**src/rtl/mem_access_if.sv**
```systemverilog
// Data-memory request/ready bus between the memory-stage engine (master)
// and the data memory (slave).
interface mem_access_if;
    logic [31:0] memAddr;
    logic [31:0] memWriteData;
    logic [3:0]  memByteEnable;
    logic        memRead;
    logic        memWrite;
    logic        memReady;
    logic [31:0] memReadData;

    modport master (
        output memAddr, memWriteData, memByteEnable, memRead, memWrite,
        input  memReady, memReadData
    );

    modport slave (
        input  memAddr, memWriteData, memByteEnable, memRead, memWrite,
        output memReady, memReadData
    );
endinterface

```
**src/rtl/mem_access.sv**
```systemverilog
// Memory-stage engine: turns the EX/MEM instruction into a multi-cycle data
// memory access with lane handling, load extension, pipeline stall and timeout.
//
// state | meaning
// IDLE  | pass-through; issues a request for an aligned load/store
// BUSY  | request outstanding, waiting for memReady or timeout
// DONE  | access finished; held instruction presented to mem_wb for one cycle
module mem_access #(
    parameter int TIMEOUT = 16,
    parameter int CNT_W   = 5
) (
    input  logic        clock,
    input  logic        reset,
    input  logic        inValid,
    input  logic [31:0] inResult,
    input  logic [31:0] inWriteData,
    input  logic [4:0]  inWriteRegister,
    input  logic        inMemRead,
    input  logic        inMemWrite,
    input  logic        inMemToReg,
    input  logic        inRegWrite,
    input  logic [1:0]  inSize,
    input  logic        inUnsigned,
    mem_access_if.master memBus,
    output logic [31:0] outResult,
    output logic [31:0] outReadData,
    output logic [4:0]  outWriteRegister,
    output logic        outMemToReg,
    output logic        outRegWrite,
    output logic        outStall,
    output logic        outMisaligned,
    output logic        outBusError
);

    typedef enum logic [1:0] {IDLE, BUSY, DONE} stateType;

    stateType         state;
    stateType         nextState;
    logic [CNT_W-1:0] count;
    logic [31:0]      readBuffer;
    logic             aborted;

    logic        memOp;
    logic        aligned;
    logic        issue;
    logic        timeoutHit;
    logic [3:0]  byteEnable;
    logic [31:0] laneData;
    logic [7:0]  loadByte;
    logic [15:0] loadHalf;
    logic [31:0] loadValue;
    logic        stallRaw;
    logic        regWriteRaw;
    logic        misalignedRaw;

    assign memOp      = inValid & (inMemRead | inMemWrite);
    assign issue      = (state == IDLE) & memOp & aligned;
    assign timeoutHit = (count == CNT_W'(TIMEOUT - 1));

    always_comb begin
        aligned    = 1'b1;
        byteEnable = 4'b1111;
        laneData   = inWriteData;
        case (inSize)
            2'b00: begin
                byteEnable = 4'b0001 << inResult[1:0];
                laneData   = {4{inWriteData[7:0]}};
            end
            2'b01: begin
                aligned    = ~inResult[0];
                byteEnable = inResult[1] ? 4'b1100 : 4'b0011;
                laneData   = {2{inWriteData[15:0]}};
            end
            default: begin
                aligned = (inResult[1:0] == 2'b00);
            end
        endcase
    end

    // Little-endian lane pick from the returned word, then sign/zero extend.
    always_comb begin
        case (inResult[1:0])
            2'b00:   loadByte = memBus.memReadData[7:0];
            2'b01:   loadByte = memBus.memReadData[15:8];
            2'b10:   loadByte = memBus.memReadData[23:16];
            default: loadByte = memBus.memReadData[31:24];
        endcase
        loadHalf = inResult[1] ? memBus.memReadData[31:16] : memBus.memReadData[15:0];
        case (inSize)
            2'b00:   loadValue = {{24{~inUnsigned & loadByte[7]}}, loadByte};
            2'b01:   loadValue = {{16{~inUnsigned & loadHalf[15]}}, loadHalf};
            default: loadValue = memBus.memReadData;
        endcase
    end

    always_ff @(posedge clock or negedge reset) begin
        if (!reset) begin
            state <= IDLE;
        end else begin
            state <= nextState;
        end
    end

    always_comb begin
        nextState = state;
        case (state)
            IDLE:    if (issue) nextState = BUSY;
            BUSY:    if (memBus.memReady || timeoutHit) nextState = DONE;
            DONE:    nextState = IDLE;
            default: nextState = IDLE;
        endcase
    end

    always_comb begin
        outResult        = inResult;
        outReadData      = 32'd0;
        outWriteRegister = inWriteRegister;
        outMemToReg      = inMemToReg;
        regWriteRaw      = 1'b0;
        stallRaw         = 1'b0;
        misalignedRaw    = 1'b0;
        outBusError      = 1'b0;
        case (state)
            IDLE: begin
                if (issue) begin
                    stallRaw = 1'b1;
                end else if (memOp) begin
                    misalignedRaw = 1'b1;
                end else begin
                    regWriteRaw = inRegWrite & inValid;
                end
            end
            BUSY: begin
                stallRaw = 1'b1;
            end
            DONE: begin
                outReadData = readBuffer;
                regWriteRaw = inRegWrite & ~aborted;
                outBusError = aborted;
            end
            default: begin
                stallRaw = 1'b0;
            end
        endcase
    end

    // Reset low must release the pipeline and block writeback without waiting for a clock.
    assign outStall      = stallRaw & reset;
    assign outRegWrite   = regWriteRaw & reset;
    assign outMisaligned = misalignedRaw & reset;

    always_ff @(posedge clock or negedge reset) begin
        if (!reset) begin
            memBus.memRead       <= 1'b0;
            memBus.memWrite      <= 1'b0;
            memBus.memAddr       <= 32'd0;
            memBus.memWriteData  <= 32'd0;
            memBus.memByteEnable <= 4'd0;
            readBuffer           <= 32'd0;
            count                <= '0;
            aborted              <= 1'b0;
        end else begin
            case (state)
                IDLE: begin
                    if (issue) begin
                        memBus.memRead       <= inMemRead;
                        memBus.memWrite      <= inMemWrite & ~inMemRead;
                        memBus.memAddr       <= {inResult[31:2], 2'b00};
                        memBus.memByteEnable <= byteEnable;
                        memBus.memWriteData  <= laneData;
                        count                <= '0;
                        aborted              <= 1'b0;
                    end
                end
                BUSY: begin
                    count <= count + 1'b1;
                    if (memBus.memReady) begin
                        memBus.memRead  <= 1'b0;
                        memBus.memWrite <= 1'b0;
                        if (memBus.memRead) begin
                            readBuffer <= loadValue;
                        end
                    end else if (timeoutHit) begin
                        memBus.memRead  <= 1'b0;
                        memBus.memWrite <= 1'b0;
                        aborted         <= 1'b1;
                    end
                end
                default: begin
                    aborted <= aborted;
                end
            endcase
        end
    end

endmodule

```
**src/flat_wrapper.sv**
```systemverilog
// flat-port wrapper written by rule: the top's interface ports become plain ports
module mem_access_flat 
#(
    parameter int TIMEOUT = 16,
    parameter int CNT_W   = 5
)
  (clock, reset, inValid, inResult, inWriteData, inWriteRegister, inMemRead, inMemWrite, inMemToReg, inRegWrite, inSize, inUnsigned, outResult, outReadData, outWriteRegister, outMemToReg, outRegWrite, outStall, outMisaligned, outBusError, memBus_memAddr, memBus_memWriteData, memBus_memByteEnable, memBus_memRead, memBus_memWrite, memBus_memReady, memBus_memReadData);
  mem_access_if memBus_i ();
  input  logic clock;
  input  logic reset;
  input  logic inValid;
  input  logic [31:0] inResult;
  input  logic [31:0] inWriteData;
  input  logic [4:0] inWriteRegister;
  input  logic inMemRead;
  input  logic inMemWrite;
  input  logic inMemToReg;
  input  logic inRegWrite;
  input  logic [1:0] inSize;
  input  logic inUnsigned;
  output logic [31:0] outResult;
  output logic [31:0] outReadData;
  output logic [4:0] outWriteRegister;
  output logic outMemToReg;
  output logic outRegWrite;
  output logic outStall;
  output logic outMisaligned;
  output logic outBusError;
  output wire logic [$bits(memBus_i.memAddr)-1:0] memBus_memAddr;
  output wire logic [$bits(memBus_i.memWriteData)-1:0] memBus_memWriteData;
  output wire logic [$bits(memBus_i.memByteEnable)-1:0] memBus_memByteEnable;
  output wire logic [$bits(memBus_i.memRead)-1:0] memBus_memRead;
  output wire logic [$bits(memBus_i.memWrite)-1:0] memBus_memWrite;
  input wire logic [$bits(memBus_i.memReady)-1:0] memBus_memReady;
  input wire logic [$bits(memBus_i.memReadData)-1:0] memBus_memReadData;
  assign memBus_memAddr = memBus_i.memAddr;
  assign memBus_memWriteData = memBus_i.memWriteData;
  assign memBus_memByteEnable = memBus_i.memByteEnable;
  assign memBus_memRead = memBus_i.memRead;
  assign memBus_memWrite = memBus_i.memWrite;
  assign memBus_i.memReady = memBus_memReady;
  assign memBus_i.memReadData = memBus_memReadData;
  mem_access #(.TIMEOUT(TIMEOUT), .CNT_W(CNT_W)) u_core (.clock(clock), .reset(reset), .inValid(inValid), .inResult(inResult), .inWriteData(inWriteData), .inWriteRegister(inWriteRegister), .inMemRead(inMemRead), .inMemWrite(inMemWrite), .inMemToReg(inMemToReg), .inRegWrite(inRegWrite), .inSize(inSize), .inUnsigned(inUnsigned), .memBus(memBus_i), .outResult(outResult), .outReadData(outReadData), .outWriteRegister(outWriteRegister), .outMemToReg(outMemToReg), .outRegWrite(outRegWrite), .outStall(outStall), .outMisaligned(outMisaligned), .outBusError(outBusError));
endmodule
```
**config.mk**
```make
export PLATFORM = sky130hd
export DESIGN_NAME = mem_access_flat
export DESIGN_NICKNAME = d
export VERILOG_FILES = /design/src/rtl/mem_access_if.sv /design/src/rtl/mem_access.sv /design/src/flat_wrapper.sv
export SDC_FILE = /design/constraint.sdc
export NUM_CORES = 1
export LEC_CHECK = 0
export BUFFER_PORTS_ARGS = -buffer_cell sky130_fd_sc_hd__buf_2
export CAP_MARGIN = 20
export CELL_PAD_IN_SITES_DETAIL_PLACEMENT = 1
export CELL_PAD_IN_SITES_GLOBAL_PLACEMENT = 1
export CORE_ASPECT_RATIO = 0.8
export CORE_MARGIN = 5
export CORE_UTILIZATION = 32
export CTS_CLUSTER_SIZE = 20
export DETAILED_ROUTE_END_ITERATION = 6
export GPL_TIMING_DRIVEN = 0
export PLACE_DENSITY_LB_ADDON = 0.08
export REMOVE_ABC_BUFFERS = 1
export SLEW_MARGIN = 20
export SYNTH_ARGS = -nofsm -noshare
export SYNTH_HDL_FRONTEND = slang
export SYNTH_SLANG_ARGS = --single-unit
```
**constraint.sdc**
```tcl
create_clock -name clock -period 1.54 [get_ports clock]
set_clock_uncertainty 0.2 [all_clocks]
set_input_delay 0.077 -clock clock [delete_from_list [all_inputs] [get_ports clock]]
set_output_delay 0.077 -clock clock [all_outputs]
set_load 0.01 [all_outputs]
```
==> results of run 1 <==
-- synth_stat cells, types with 4 or more instances --
master	number
a32oi_1	7
dfrtp_1	108
nor2_1	21
nand3_1	8
a21oi_1	52
buf_4	47
inv_1	14
buf_2	14
o211ai_1	16
clkbuf_1	10
a22o_1	6
o21ai_0	37
mux2_1	9
mux2i_1	25
nand2_1	37
and2_1	33
a22oi_1	4
o21ai_2	10
buf_6	5
mux2_2	37
a221o_1	8
-- cell type report --
| class | count | area [µm²] |
|---|---|---|
| Sequential cell | 108 | 2710 |
| Inverter | 14 | 52.6 |
| Multi-Input combinational cell | 360 | 2980 |
| Clock buffer | 10 | 229 |
| Timing Repair Buffer | 429 | 3570 |
| Tap cell | 230 | 288 |
| Fill cell | 1956 | 8120 |
| Antenna cell | 1 | 2.50 |
| Clock inverter | 6 | 50.0 |
-- metrics by stage --
step,cells,util
floorplan,476,-
finish,1158,0.549
CTS,1132,0.510
global placement,947,0.378
global route,1158,0.549
detailed placement,952,0.386
-- metal layers --
layer  share of wire  vias to the layer above
met3           0.056                       33
met5               0                        -
met1            0.42                     2953
met4           0.016                        0
li1                -                     2698
met2            0.51                      187
-- critical path: cells and delay by family (launching register included) --
| family | cells | cell delay (ps) |
|---|---|---|
| AO/OA/AOI/OAI | 1 | 110 |
| buffers and inverters | 2 | 260 |
| flip-flops | 1 | 440 |
| AND/OR/NAND/NOR | 3 | 600 |
-- what timing repair did --
| action | CTS | global route |
|---|---|---|
| gates resized for setup | 90 | 117 |
| endpoints found under the setup margin | 144 | 144 |
| pin swaps | 16 | 29 |
| setup buffers | 43 | 20 |
| gates cloned | 11 | 6 |
| hold endpoints to repair | 211 | 108 |
-- power groups by stage --
stage | Combinational (mW) | Clock [mW] | Sequential [mW]
finish | 4.41 | 2.26 | 4.50
floorplan | 1.37 | 0 | 4.64
global route | 4.78 | 2.45 | 4.61
detailed placement | 3.15 | 0 | 4.45
global placement | 3.01 | 0 | 4.38
CTS | 3.90 | 2.35 | 4.42
-- state kept, by name, summed over array words and instances, names as in the netlist --
| signal | cells |
|---|---|
| u_core.readBuffer | 32 |
| u_core.memBus.memWrite | 1 |
| u_core.memBus.memByteEnable | 4 |
| u_core.aborted | 1 |
| u_core.memBus.memWriteData | 32 |
| u_core.memBus.memAddr | 30 |
| u_core.state | 2 |
| u_core.count | 5 |
| u_core.memBus.memRead | 1 |
-- logic make-up after synthesis --
| logic type | count (synthesis) | synth area share |
|---|---|---|
| AOI/OAI and AO/OA | 152 | 0.173 |
| and+or+nand+nor | 123 | 0.119 |
| DFF | 108 | 0.464 |
| buffers and inverters | 92 | 0.0992 |
| muxes | 72 | 0.136 |
| xor gates and xnor gates | 3 | 0.00451 |
| adders and majority gates | 2 | 0.00430 |
| other | 1 | 0.000644 |
-- worst max path at each step --
stage / from / endpoint / slack (ps) / depth (start not counted)
after floorplan: inSize[0] / u_core.memBus.memAddr[10] / -660 / 3
after global placement: inSize[1] / outStall / -2890 / 6
after detailed placement: u_core.state[0] / u_core.readBuffer[27] / -1440 / 3
after CTS: u_core.state[0] / outStall / -490 / 6
after global routing: u_core.state[0] / outStall / -580 / 6
final: u_core.state[1] / outStall / -500 / 6
-- cell usage in the layout, fill, tap and decap left out, drive strengths merged, types with 2 or more instances in the layout --
cell and count:
a22oi 4, xor2 3, o21a 2, nor2 23, a32oi 7, a22o 6
buf 311, dfrtp 108, clkbuf 17, nand2b 2, nor4 3, inv 15
o211ai 18, and2 33, a21oi 53, ha 2, nor3b 5, dlygate4sd3 111
mux2i 26, nand2 37, conb 2, mux2 46, o31ai 2, o21ai 47
and3 3, a221o 8, nand3 8, or2 2, nand4b 5, clkinv 4
==> out/results.tsv, run 1 <==
metric	value	unit
clock sink total	108	
number of global-route vias before repair	6239	
Slew headroom	0.594	
final setup fails	143	
Post-synth EDFFs	0	
post-layout min period	2040	ps
Worst Max-Slew Pin Slew	607	ps
CTS Buffer Depth	2	
vias per cell	5.07	
worst hold path class	in2async	
GRT Residual Overflow	0	
CTS tree	yes	
Arrival @ worst endpoint	1760	ps
RSZ-0062 raised after global routing	yes	
Die Y	131	µm
met2 usage	0.373	
outcome	finished, violations left	
Yosys top cell area share	0.464	
leakage	4.76	nW
Reg power frac	0.403	
maximum operating frequency	0.491	GHz
grt peak-use layer	met2	
final wirelength	24.1	mm
Core Area	18000	µm²
Slew Viols, Final	0	
Psw	3.90	mW
dpl hpwl	13.2	mm
met3 usage	0.0470	
crit-path cells	nor3b_4 -> buf_4 -> o211ai_4 -> nand2_2 -> and3_4 -> buf_6	
Design Area, Final	9880	µm²
met1 usage	0.269	
synth warn	0	
Worst VDD drop	0.000547	V
setup_tns	-50790	ps
CTS root buffer	clkbuf_16	
drt pass-1 iters	5	
H-tree levels	3	
largest net degree at the start of global routing	66	
via count	5871	
overall routing resource usage	0.211	
DR iter-0 viols	254	
GPL Wtd Cong	0.774	
switch share	0.349	
library cells used by synthesis	55	
Most used DFF post-synth	dfrtp_1	
failing checks	negative hold slack, negative setup slack	
post-route ant nets	0	
Power Density	1130	nW/µm²
power share of the combinational group	0.395	
clock power share	0.202	
placed cell area	6940	µm²
Port-buffer cells	241	
Reg-to-Reg Start	u_core.state[1]	
hold buffers post-CTS	111	
final hold slack	-544	ps
worst skew pair latency	350	ps
DR WL/cell	20.8	µm
P_int	7.27	mW
Avg Inst Size Synth	10.5	µm²
initial antenna violation count	1	
area leader, netlist	dfrtp_1	
Die ar.	21000	µm²
CTS buffer count	9	
FF+latch count, synth	108	
synthesized area	5820	µm²
R2R setup slack	-490	ps
P&R area growth vs syn	69.7	%
total of max-cap violations	0	
R2R cell count	8	
Setup CP Type	reg2out	
post-synthesis sequential area ratio	0.464	
CP required	1260	ps
# IOs	256	
final net count	1036	
Synth area leaders	dfrtp_1, mux2_2, buf_4	
Syn Inst Count	553	
final worst-path setup slack	-497	ps
Die Wd	161	µm
final hold vios	108	
reg-to-reg endpoint	u_core.readBuffer[21]	
clk slew on worst S/H paths	70	ps
critical path startpoint category	register	
share of layout cells above drive strength 1	0.522	
initial core utilization	0.324	
Async SR Flop Fraction	1.00	
critical path capture point type	primary output	
Tcrit/Tclk final	1.32	
Pwr Total	11.2	mW
Max stage delay on crit path	440	ps
Max Fanout on Critical Path	5	
first-pass GRT wire length	35.1	mm
Remaining DRCs	0	
pre-CTS setup slack	-1440	ps
Worst path slowest cell	dfrtp_2	
Rows	44	
No activity file was read; power rests on OpenSTA's default activity.
==> run 2, diff against run 1 <==
--- a/config.mk
+++ b/config.mk
@@ -5,13 +5,14 @@
 export SDC_FILE = /design/constraint.sdc
 export NUM_CORES = 1
 export LEC_CHECK = 0
+export ABC_AREA = 1
 export BUFFER_PORTS_ARGS = -buffer_cell sky130_fd_sc_hd__buf_2
 export CAP_MARGIN = 20
 export CELL_PAD_IN_SITES_DETAIL_PLACEMENT = 1
 export CELL_PAD_IN_SITES_GLOBAL_PLACEMENT = 1
 export CORE_ASPECT_RATIO = 0.8
 export CORE_MARGIN = 5
-export CORE_UTILIZATION = 32
+export CORE_UTILIZATION = 30
 export CTS_CLUSTER_SIZE = 20
 export DETAILED_ROUTE_END_ITERATION = 6
 export GPL_TIMING_DRIVEN = 0
==> run 2 against run 1 <==
- the run still ends with negative hold slack, negative setup slack left
- via count grew 14%
- sequential power increased by 4%
- setup slack better by 180 ps
- worst hold slack got worse by 53 ps
- clock power grew 2%
- combinational power rose by 39%
- utilization up 0.36 points
- global-route usage is 2.1 points higher
- sequential cell count is the same
- final area rose by 6.7%
- largest cell class unchanged
- highest routed layer unchanged
==> out/results.tsv, run 2 <==
metric	value	unit	change
outcome	finished, violations left		unchanged
failing checks	negative hold slack, negative setup slack		unchanged
post-layout min period	1860	ps	was 2040 ps
most common cell after layout, fill and taps aside	buf_2		unchanged
DR WL/cell	19.6	µm	was 20.8 µm
RSZ-0062 raised after global routing	yes		unchanged
critical path capture point type	register		was primary output
Post-synth EDFFs	0		unchanged
GPL Wtd Cong	0.748		was 0.774
Setup CP Type	reg2reg		was reg2out
leakage	5.53	nW	was 4.76 nW
post-route ant nets	0		unchanged
Reg-to-Reg Start	u_core.state[1]		unchanged
CTS tree	yes		unchanged
library cells used by synthesis	32		was 55
clock sink total	108		unchanged
post-synthesis sequential area ratio	0.462		was 0.464
clk slew on worst S/H paths	80	ps	was 70 ps
largest net degree at the start of global routing	44		was 66
commonest cells in the synthesized netlist	nand2_1, dfrtp_1, inv_1, nand3_1, buf_4		was dfrtp_1, a21oi_1, buf_4
DR iter-0 viols	347		was 254
CTS buffer count	9		unchanged
clock power share	0.176		was 0.202
Power Density	1240	nW/µm²	was 1130 nW/µm²
switch share	0.411		was 0.349
Synth area leaders	dfrtp_1, nand2_1, buf_4		was dfrtp_1, mux2_2, buf_4
Slew headroom	0.565		was 0.594
CTS root buffer	clkbuf_16		unchanged
Max Fanout on Critical Path	5		unchanged
final hold vios	108		unchanged
final net count	1273		was 1,036
commonest cells after routing, fill and taps aside	buf_2, nand2_1, dlygate4sd3_1, dfrtp_1, inv_1		was buf_2, dlygate4sd3_1, dfrtp_1, buf_6, a21oi_1
final wirelength	27.9	mm	was 24.1 mm
Psw	5.38	mW	was 3.90 mW
initial antenna violation count	0		was 1
share of layout cells above drive strength 1	0.463		was 0.522
Die Wd	166	µm	was 161 µm
pre-CTS setup slack	-2030	ps	was -1440 ps
FF+latch count, synth	108		unchanged
number of global-route vias before repair	7131		was 6,239
Worst Max-Slew Pin Slew	646	ps	was 607 ps
CP required	1590	ps	was 1260 ps
Most used DFF post-synth	dfrtp_1		unchanged
Rows	45		was 44
synth warn	0		unchanged
Arrival @ worst endpoint	1910	ps	was 1760 ps
P_int	7.72	mW	was 7.27 mW
Die Y	135	µm	was 131 µm
Slew Viols, Final	0		unchanged
final hold slack	-598	ps	was -544 ps
synthesized area	5840	µm²	was 5820 µm²
Syn Inst Count	806		was 553
Core Area	19100	µm²	was 18,000 µm²
Async SR Flop Fraction	1.00		unchanged
Worst VDD drop	0.000728	V	was 0.000547 V
worst skew pair latency	350	ps	about the same
drt pass-1 iters	4		was 5
area leader, netlist	dfrtp_1		unchanged
maximum operating frequency	0.538	GHz	was 0.491 GHz
final setup fails	144		was 143
# IOs	256		unchanged
P&R area growth vs syn	80.5	%	was 69.7%
hold buffers post-CTS	112		was 111
overall routing resource usage	0.232		was 0.211
Tcrit/Tclk final	1.21		was 1.32
GRT Residual Overflow	0		unchanged
CTS Buffer Depth	2		unchanged
Remaining DRCs	0		unchanged
initial core utilization	0.306		was 0.324
vias per cell	4.72		was 5.07
dpl hpwl	14.1	mm	was 13.2 mm
Yosys top cell area share	0.462		was 0.464
power share of the combinational group	0.466		was 0.395
top flop regs	u_core.memBus.memWriteData x32, u_core.readBuffer x32, u_core.memBus.memAddr x30		unchanged
Worst Setup SP	u_core.state[1]		unchanged
Die ar.	22400	µm²	was 21,000 µm²
Port-buffer cells	241		unchanged
first-pass GRT wire length	41.0	mm	was 35.1 mm
critical path startpoint category	register		unchanged
via count	6716		was 5,871
worst hold path class	in2async		unchanged
Avg Inst Size Synth	7.25	µm²	was 10.5 µm²
final worst-path setup slack	-318	ps	was -497 ps
H-tree levels	3		unchanged
total of max-cap violations	0		unchanged
top-count cell post-synth	nand2_1		was dfrtp_1
Fillers	2277		was 1,956
Reg power frac	0.357		was 0.403
[run 2: changes by cell type after synthesis, sizes merged, moves of 8 or more]
cell,previous run,this run
a21oi,53,42
nor2,22,48
a221o,8,0
mux2i,26,0
nand2,37,331
mux2,46,0
and2,33,0
o211ai,17,0
nand3,8,62
inv,14,81
[run 2: critical path, cell delays in order, from the launching register on]
cell and delay (ps):
dfrtp_1 420, buf_6 140, nor2_4 180, nand3_4 170, buf_12 180, buf_8 120, a21oi_2 90, nand3_1 110
nand2_1 120, inv_1 40
[run 2: logic make-up after synthesis]
| group | synth area share |
|---|---|
| compound gates | 0.0751 |
| xor+xnor | 0.00150 |
| fa+ha+maj | 0.00428 |
| buf+inv | 0.143 |
| flops | 0.462 |
| other cells | 0.000642 |
| simple gates | 0.313 |
[run 2: layout make-up]
cell class / count / area [µm²] / area share
Clock buffer: 10 / 229 / 0.0217
Timing Repair Buffer: 406 / 3360 / 0.319
Antenna cell: 1 / 2.50 / 0.000237
Tap cell: 258 / 323 / 0.0306
Clock inverter: 6 / 56.3 / 0.00534
Inverter: 82 / 367 / 0.0348
Timing Repair inverter: 11 / 188 / 0.0178
Sequential cell: 108 / 2700 / 0.256
Multi-Input combinational cell: 541 / 3320 / 0.315
[run 2: repair_timing]
item	CTS	global route
resized for setup	197	211
setup buffers	30	15
cloned	20	8
pin swaps	19	56
hold endpoints to repair	214	108
endpoints found under the setup margin	144	144
[run 2: power by group through the flow]
stage / Combinational [mW] / Sequential (mW) / Clock [mW]
finish: 6.11 / 4.68 / 2.31
global route: 6.62 / 4.81 / 2.49
CTS: 5.24 / 4.56 / 2.39
detailed placement: 3.85 / 4.53 / 0
global placement: 3.77 / 4.50 / 0
floorplan: 1.67 / 4.82 / 0
[run 2: path summary, 6_finish.rpt]
check | to | slack (ps) | cells past startpoint
max | u_core.readBuffer[29] | -320 | 9
min | u_core.memBus.memAddr[29] | -600 | 1
max reg2reg | u_core.readBuffer[29] | -320 | 9
min reg2reg | u_core.memBus.memAddr[5] | 280 | 2
max in group asynchronous | u_core.memBus.memByteEnable[2] | 1050 | 2
min in group clock | u_core.readBuffer[21] | 30 | 5
[run 2: per-stage QoR]
step                       util  cell area [µm²]  total power, mW  setup TNS (ps)  std cells
final                     0.553            10500             13.1          -29400       1423
after global routing      0.553            10500             13.9          -37160       1422
after CTS                 0.506             9660             12.2          -18880       1408
after detailed placement  0.364             6940             8.38         -149860       1230
after global placement    0.359             6850             8.27         -416470       1227
after floorplan               -             5320             6.48          -78260        728
[run 2: metal layers]
layer  vias to the layer above  share of wire  GRT usage
met5                         -              0          0
met4                         0          0.018     0.0518
met3                        28          0.065     0.0486
met2                       211           0.49      0.392
met1                      3309           0.43      0.309
li1                       3168              -          -
